File: config.mk
export PLATFORM = sky130hd
export DESIGN_NAME = bc_uart_tx
export DESIGN_NICKNAME = d
export VERILOG_FILES = /design/src/rtl/bc_uart_tx.sv
export SDC_FILE = /design/constraint.sdc
export NUM_CORES = 1
export LEC_CHECK = 0
export CAP_MARGIN = 20
export CORE_MARGIN = 4
export CORE_UTILIZATION = 60
export DETAILED_ROUTE_END_ITERATION = 7
export GPL_ROUTABILITY_DRIVEN = 0
export PLACE_DENSITY = 0.78
export SLEW_MARGIN = 0
export SYNTH_ARGS = -nofsm -noshare
export SYNTH_HDL_FRONTEND = slang
export SYNTH_SLANG_ARGS = --single-unit
File: constraint.sdc
create_clock -name clk -period 7 [get_ports clk]
set_input_delay 1.4 -clock clk [delete_from_list [all_inputs] [get_ports clk]]
set_output_delay 1.4 -clock clk [all_outputs]
set_load 0.005 [all_outputs]
File: src/rtl/bc_uart_tx.sv
// bc_uart_tx - serial transmitter with a 16-byte FIFO.
//
// Frame format is fixed: 1 start bit (0), 8 data bits LSB first, 1 stop bit (1).
// Every bit lasts 16 baud16x_ce pulses, so this block shares its baud enable
// with the matching receiver.
//
// Ports
//   clk        system clock, all state changes on the rising edge
//   reset_n    asynchronous active-low reset
//   baud16x_ce one-clk pulse at 16x the baud rate
//   wr, di     host write strobe and byte to transmit
//   clear      synchronous flush: empties FIFO, aborts frame, clears over_run
//   cts_n      clear-to-send, active-low, asynchronous to clk
//   sout       serial line output, idles high
//   busy       a frame is in progress
//   empty/full FIFO holds 0 / 16 bytes
//   level      FIFO occupancy 0..16
//   over_run   sticky flag, set when a write is attempted while full
module bc_uart_tx (
  input  logic       clk,
  input  logic       reset_n,
  input  logic       baud16x_ce,
  input  logic       wr,
  input  logic [7:0] di,
  input  logic       clear,
  input  logic       cts_n,
  output logic       sout,
  output logic       busy,
  output logic       empty,
  output logic       full,
  output logic [4:0] level,
  output logic       over_run
);

  typedef enum logic [1:0] {IDLE, START, DATA, STOP} state_t;

  // FIFO storage and bookkeeping
  logic [7:0] mem_q [16];
  logic [3:0] wr_ptr_q;
  logic [3:0] rd_ptr_q;
  logic [4:0] level_q;
  logic [4:0] level_d;
  logic       over_run_q;

  // cts_n synchronizer
  logic       cts_meta_q;
  logic       cts_s_q;

  // Frame engine
  state_t     state_q;
  logic [7:0] shift_q;
  logic [2:0] bit_cnt_q;
  logic [3:0] samp_cnt_q;
  logic       sout_q;

  logic       full_w;
  logic       empty_w;
  logic       push;
  logic       pop;
  logic       bit_end;

  assign full_w  = (level_q == 5'd16);
  assign empty_w = (level_q == 5'd0);

  // clear overrides both sides, so a write in the same cycle is dropped.
  assign push    = wr && !full_w && !clear;
  // Starting a frame is the only consumer of the FIFO; it is not gated by
  // the baud enable, so a new frame begins on the first edge it is allowed.
  assign pop     = (state_q == IDLE) && !empty_w && !cts_s_q && !clear;
  // The sample counter sits at 15 on the last pulse of each bit period.
  assign bit_end = baud16x_ce && (samp_cnt_q == 4'd15);

  always_comb begin
    level_d = level_q;
    case ({push, pop})
      2'b10:   level_d = level_q + 5'd1;
      2'b01:   level_d = level_q - 5'd1;
      default: level_d = level_q;
    endcase
  end

  // Data array has no reset; contents are only meaningful below level_q.
  always_ff @(posedge clk) begin
    if (push) begin
      mem_q[wr_ptr_q] <= di;
    end
  end

  always_ff @(posedge clk or negedge reset_n) begin
    if (!reset_n) begin
      wr_ptr_q   <= 4'd0;
      rd_ptr_q   <= 4'd0;
      level_q    <= 5'd0;
      over_run_q <= 1'b0;
    end else if (clear) begin
      wr_ptr_q   <= 4'd0;
      rd_ptr_q   <= 4'd0;
      level_q    <= 5'd0;
      over_run_q <= 1'b0;
    end else begin
      if (push) wr_ptr_q <= wr_ptr_q + 4'd1;
      if (pop)  rd_ptr_q <= rd_ptr_q + 4'd1;
      level_q <= level_d;
      // Judged on the pre-edge full flag, even if a pop frees a slot now.
      if (wr && full_w) over_run_q <= 1'b1;
    end
  end

  // Flops reset to 1 so the line is treated as not-clear-to-send until
  // the real cts_n level has propagated through both stages.
  always_ff @(posedge clk or negedge reset_n) begin
    if (!reset_n) begin
      cts_meta_q <= 1'b1;
      cts_s_q    <= 1'b1;
    end else begin
      cts_meta_q <= cts_n;
      cts_s_q    <= cts_meta_q;
    end
  end

  // Frame state machine. cts is only consulted in IDLE, so a frame that has
  // started always runs to its stop bit.
  always_ff @(posedge clk or negedge reset_n) begin
    if (!reset_n) begin
      state_q    <= IDLE;
      shift_q    <= 8'd0;
      bit_cnt_q  <= 3'd0;
      samp_cnt_q <= 4'd0;
      sout_q     <= 1'b1;
    end else if (clear) begin
      state_q    <= IDLE;
      bit_cnt_q  <= 3'd0;
      samp_cnt_q <= 4'd0;
      sout_q     <= 1'b1;
    end else begin
      case (state_q)
        IDLE: begin
          if (pop) begin
            shift_q    <= mem_q[rd_ptr_q];
            sout_q     <= 1'b0;
            bit_cnt_q  <= 3'd0;
            samp_cnt_q <= 4'd0;
            state_q    <= START;
          end else begin
            sout_q <= 1'b1;
          end
        end
        START: begin
          if (baud16x_ce) samp_cnt_q <= samp_cnt_q + 4'd1;
          if (bit_end) begin
            sout_q  <= shift_q[0];
            shift_q <= shift_q >> 1;
            state_q <= DATA;
          end
        end
        DATA: begin
          if (baud16x_ce) samp_cnt_q <= samp_cnt_q + 4'd1;
          if (bit_end) begin
            if (bit_cnt_q == 3'd7) begin
              sout_q  <= 1'b1;
              state_q <= STOP;
            end else begin
              sout_q    <= shift_q[0];
              shift_q   <= shift_q >> 1;
              bit_cnt_q <= bit_cnt_q + 3'd1;
            end
          end
        end
        STOP: begin
          if (baud16x_ce) samp_cnt_q <= samp_cnt_q + 4'd1;
          if (bit_end) begin
            sout_q  <= 1'b1;
            state_q <= IDLE;
          end
        end
        default: begin
          state_q <= IDLE;
          sout_q  <= 1'b1;
        end
      endcase
    end
  end

  assign sout     = sout_q;
  assign busy     = (state_q != IDLE);
  assign empty    = empty_w;
  assign full     = full_w;
  assign level    = level_q;
  assign over_run = over_run_q;

endmodule
== Yosys cells after proc, flatten, opt, wreduce, memory -nomap -nowiden ==
Memories as Yosys holds them, arrays and structs flattened.
Cells that the tools add are included.

* Flip-flop bits (word level): 34
* Latch bits: 0
* RAM bits: 128
* Bits in read-only memories: 0
* Input bits: 14
* Output and inout port bits: 10
* Word-level logic and storage cells: 102
* Memories kept: 1

{| class="wikitable"
|+ Memories
! name !! words !! width !! read ports !! clocked after memory_dff !! write ports !! RTL line !! text
|-
| mem_q || 16 || 8 || 1 || 0 || 1 || 38 || <nowiki>logic [7:0] mem_q [16];</nowiki>
|}

* Add/subtract/negate cells: 6
* $mul: 0
* Div/mod/pow operators: 0
* Magnitude comparators: 0
* Equal/unequal tests: 19
* Shifts and indexed selects: 0
* Mux-type cells: 38
* Bitwise gates (word level): 1
* Reductions and logical operators: 26

{| class="wikitable"
|+ Operators by type and width
! cell !! count
|-
| 8-bit two-way mux || 4
|-
| 4-bit two-way mux || 7
|-
| 8-bit case mux with 3 select lines || 1
|-
| 3-bit inequality test, second input constant || 6
|-
| 4-bit by 1-bit adder with 4-bit output, second input constant || 3
|-
| 2-bit two-way mux || 6
|-
| 3-bit two-way mux || 4
|-
| 1-bit two-way mux || 10
|-
| 5-bit case mux with 2 select lines || 1
|-
| 3-bit nonzero test || 3
|-
| 2-bit inequality test, second input constant || 4
|-
| 2-bit case mux with 4 select lines || 1
|-
| 4-bit case mux with 2 select lines || 1
|-
| 2-bit nonzero test || 4
|-
| 1-bit logical AND || 7
|-
| 2-bit == test, second input constant || 3
|-
| 3-bit case mux with 2 select lines || 1
|-
| 6-bit AND reduction || 1
|-
| 5-bit by 1-bit adder with 5-bit output, second input constant || 1
|-
| 5-bit == test, second input constant || 1
|-
| 5-bit zero test || 1
|-
| 5-bit two-way mux || 1
|-
| 5-bit AND reduction || 1
|-
| 5-bit by 1-bit subtractor with 5-bit output, second input constant || 1
|-
| 13 further kinds || 17
|}

== Logic depth before layout (Yosys ltp) ==
* Word-level depth: 8
* Depth in mapped cells: 13
* Mapped depth without buffers: 12

== Worst setup path after synthesis ==
No wires, ideal clock.

* Path kind: input -> register
* Start: input clear
* End: register level_q[4], in the netlist level[4]
* Setup time: 0.135 ns
* Arrival: 3.023 ns
* Data required time: 6.865 ns
* Path slack: 3.841 ns
* Stages on the path: 8
* Buffers on the path: 1
* Cell sequence: clkbuf_1 -> or3_1 -> fa_1 -> nor2b_1 -> o21ai_0 -> a211oi_1 -> o21ai_0 -> nor3b_1

* Cells in the longest elaborated chain, start to end: 5
* Elaborated cells between the ends (all ways): 8
* Classes of those cells: 2 x eq/ne; 2 x mux; 4 x reduce/logical

{| class="wikitable"
|+ RTL lines
! item !! RTL line !! text
|-
| start, declared || 25 || <nowiki>input logic clear,</nowiki>
|-
| 1-bit zero test || 66, 69 ||
|-
| 1-bit logical AND (on tied branches) || 69, 66 ||
|-
| 2-bit by 1-bit == test with 1-bit output / 2-bit == test (equally long branches) || 75 || <nowiki>case ({push, pop})</nowiki>
|-
| 5-bit case mux with 2 select lines || 75 ||
|-
| 5-bit two-way mux || 95 || <nowiki>end else if (clear) begin</nowiki>
|-
| end signal, assigned || 103 || <nowiki>level_q <= level_d;</nowiki>
|-
| end, declared || 41 || <nowiki>logic [4:0] level_q;</nowiki>
|}

Parallel ways exist; a longest one is shown, timed or not.
A chain may end at the register's enable or synchronous reset.

== Final worst setup path ==
* Start: input wr
* End: register level_q[4], in the netlist level[4]

* Cells in the longest elaborated chain, start to end: 5
* Elaborated cells between the ends (all ways): 7
* Classes of those cells: 2 x eq/ne; 2 x mux; 3 x reduce/logical

{| class="wikitable"
|+ RTL lines
! item !! RTL line !! text
|-
| start, declared || 23 || <nowiki>input logic wr,</nowiki>
|-
| 1-bit logical AND * (2 in a row) || 66 || <nowiki>assign push = wr && !full_w && !clear;</nowiki>
|-
| 2-bit by 1-bit == test with 1-bit output / 2-bit == test (equally long branches) || 75 ||
|-
| 5-bit case mux with 2 select lines || 75 ||
|-
| 5-bit two-way mux || 95 ||
|}

Mark *: on every way between the ends. The rest lies on a longest branch, timed or not.

==> key figures <==
Timing
  – Hold Vio Cnt, Final: 0
  – Least-Margin Pin Slew: a little over 1 ns
  – Worst hold slack: ~0.35 ns
  – Final slew viol count: 0
  – FMAX: about 280 MHz
  – Final cycle utilization of the critical path: between 50% and 60%
  – Worst Setup Slack, final: around 3.4 ns
  – Setup TNS: 0 ns
  – Final Skew: 0.008001 ns
  – Fin crit period: about 3.6 ns
  – Worst rel slew slack: between 30% and 40%
  – RSZ-0062 raised after global routing: false
  – Final Setup Violations: 0

Logic synthesis
  – EDFF count, synth: around 130
  – Avg Inst Size Synth: roughly 16 µm²
  – Most common flop cell mapped by yosys: edfxtp_1
  – Synth warn: 0
  – Seq cells post-synth: 162
  – Syn Nets: 471
  – Mapped cell area: ~7000 µm²
  – Cells after Synth: about 440
  – Seq/Total Area, Yosys: 67.52%
  – Synth cell types: 51
  – Asr flop ratio synth: between 20% and 30%

Finish
  – Area grow syn2layout: 13.06%
  – Non-Filler Instances: about 630
  – Finished Cell Area: approximately 7900 µm²
  – Most common cell after layout, fill and taps aside: edfxtp_1
  – Layout Nets: between 400 and 500
  – Diodes inserted: 0
  – Most frequent cells in the layout: edfxtp_1, nor2_1, mux2i_1, dfrtp_1, clkdlybuf4s50_1
  – Fillers: 765
  – Share of cells above drive strength 1: 14.73%

Floorplanning
  – Die area: 13,380 µm²
  – Initial cell density of the core: about three fifths
  – Number of I/O pins: 24
  – Vert. Die Dim: 115.7 µm
  – Chip Width: 115.7 µm
  – Num rows: 39
  – Core area: ~11,000 µm²

Detailed routing
  – Initial DRC count: roughly 310
  – DR pass1 iterations: 5
  – Via-per-instance ratio: around 6.1
  – Avg WL per Cell: 21.04 µm
  – # DRC: 0
  – Routed wire length: around 13,000 µm
  – Via count: approximately 3,800
  – ANT nets after route: 0

Pwr
  – Logic pwr share: approximately 22%
  – Leakage: around 2.7 nW
  – Worst VDD drop: slightly below 0.0002 V
  – Power Dens Cells: between 300 and 400 nW/µm²
  – Sw Ratio: between 20% and 30%
  – Internal power: around 1.8 mW
  – Sequential power share: between 40% and 50%
  – Power share of the clock group: approximately a third
  – P_sw: 0.7136 mW

Worst setup path
  – Critical path cell sequence: clkdlybuf4s50_1, a21boi_2, or3_1, inv_1, ha_1, nor2b_1, o21ai_0, and4_1, o21ai_0, nor3b_1
  – Reg-to-reg critical path endpoint: level[4]$_DFFE_PN0P_
  – Crit Path Max Fanout: 8
  – Required time of the critical path: between 7 and 8 ns
  – Critical path type: in -> reg
  – Reg2reg start: state_q[0]$_DFFE_PN0P_
  – Crit path DAT: 3.88 ns
  – Critical path's largest stage delay: ~0.55 ns
  – CP max stage cell: clkdlybuf4s50_1
  – Worst setup SP type: input port
  – Buf/Inv on CP: 2
  – Crit end category: flip-flop
  – CP most frequent cell: o21ai_0
  – CP top delay family: compound AO/OA/AOI/OAI gates
  – Worst Reg-to-Reg Cells: 12
  – Flop2flop setup slack: approximately 3.6 ns

Global routing
  – Overall Global Routing Usage: a little over a fifth
  – GR Overflow Total: 0
  – Number of global-route vias before repair: between 3,000 and 4,000
  – Largest net degree at the start of global routing: 38
  – Antenna violations before repair: 0
  – First-pass GRT wire length: about 21,000 µm

Status
  – Outcome: finished clean

Worst hold path
  – HP Class: reg -> reg
  – Min-Delay Path Depth: 0
  – Hold EP: cts_s_q$_DFF_PN1_
  – Hold_sp: cts_meta_q$_DFF_PN1_

Run
  – Max_cap viols: 0

Clock network
  – Total CTS buffers: 17
  – Max clock buf depth: 2
  – H-tree depth: 4
  – Clock Root Buffer: clkbuf_16
  – Clock tree from TritonCTS: built
  – Hold-fix buffers, CTS: 0
  – Worst-Skew Late Latency: 0.41 ns
  – Gates resized, CTS repair: 0
  – Post-CTS setup buffer count: 0
  – CTS clk-pin slew, worst paths: around 0.06 ns
  – CTS sink count: ~160

Place
  – Port Buffers: 23
  – HPWL Detailed: around 8500 µm
  – Pre-CTS WS: between 3 and 4 ns
  – Placed cell area: about 7300 µm²
  – Inst Count DP: just under 600
## stage by stage
stage,total power [mW],util (%)
floorplan,1.573,-
global placement,1.712,64.41
detailed placement,1.738,64.41
CTS,2.576,69.19
global route,2.680,69.19
finish,2.562,69.19
## worst reg2reg max path: stages, from the launching register on
cell	delay, ns
dfrtp_1	0.44
inv_1	0.11
ha_1	0.42
inv_1	0.22
a211o_1	0.39
or3_1	0.42
inv_1	0.12
ha_1	0.27
nor2b_1	0.15
o21ai_0	0.22
and4_1	0.25
o21ai_0	0.09
nor3b_1	0.15
## how the worst max path moves through the flow
stage	startpoint	to	slack (ns)	cells after the start
2_1_floorplan	clear	level[4]$_DFFE_PN0P_	3.84	8
3_3_place_gp	wr	level[4]$_DFFE_PN0P_	3.12	10
6_report	wr	level[4]$_DFFE_PN0P_	3.40	10
5_1_grt	wr	level[4]$_DFFE_PN0P_	3.23	10
3_5_place_dp	wr	level[4]$_DFFE_PN0P_	3.00	10
4_1_cts	wr	level[4]$_DFFE_PN0P_	3.43	10
## synthesized netlist by cell type (2+ instances only)
library cell,count,share of area (%)
nand3b_1,2,0.22
dfrtp_1,31,11
and2_1,4,0.36
xor2_1,6,0.76
buf_4,2,0.22
mux4_2,19,6.1
a21o_1,2,0.22
nor4_1,4,0.36
nand2b_1,6,0.54
xnor2_1,5,0.63
and3b_1,2,0.25
a211oi_1,3,0.32
dfstp_2,3,1.1
a21oi_1,15,1.1
nand3_1,2,0.14
a22oi_1,16,1.7
mux2_2,3,0.49
o311ai_0,6,0.76
and4_1,2,0.25
mux2i_1,33,4.7
ha_1,15,2.7
o21a_1,7,0.76
nand4_1,3,0.27
buf_6,3,0.49
o21ai_0,6,0.43
nor3b_1,2,0.22
inv_1,11,0.59
edfxtp_1,128,55
nor2b_1,3,0.27
nand2_1,16,0.86
o22ai_1,7,0.63
buf_2,6,0.43
nor2_1,40,2.2
nor3_1,3,0.22
clkbuf_1,9,0.49
## layer usage
layer  global-route usage, %  wire length [µm]  vias up
met5                       0                 0        -
met4                   6.574               191        0
met3                   4.648               824       18
met2                   34.57              6714      119
met1                   30.06              5419     1915
li1                        -                 -     1763
## flip-flops by register name, indices dropped and copies added (netlist names), 2 cells and up
| name | flops |
|---|---|
| bit_cnt_q | 3 |
| level | 5 |
| mem_q | 128 |
| rd_ptr_q | 4 |
| samp_cnt_q | 4 |
| shift_q | 8 |
| state_q | 2 |
| wr_ptr_q | 4 |
## power by group through the flow
stage	registers [mW]	logic [mW]	clock network (mW)
finish	1.17	0.552	0.842
global route	1.18	0.607	0.897
global placement	1.18	0.529	0
CTS	1.17	0.555	0.853
floorplan	1.16	0.414	0
detailed placement	1.19	0.552	0
## kinds of logic after synthesis
kind of cell / share of synthesized area, %
AND/OR/NAND/NOR: 6.671
AO/OA/AOI/OAI: 7.553
XOR/XNOR: 1.618
multiplexers: 11.38
flip-flops: 67.52
adder cells (fa/ha/maj): 2.985
buffers and inverters: 2.266
## final cells by class
type	instances	area, µm²	area share, %
clock buffer	19	432.9	5.503
clock inverter	13	110.1	1.400
tap	143	178.9	2.275
timing repair buffer	30	282.8	3.595
inverter	11	41.29	0.5249
multi-input combinational	247	2121	26.96
sequential	162	4700	59.74
(Power assumes the default switching activity.)
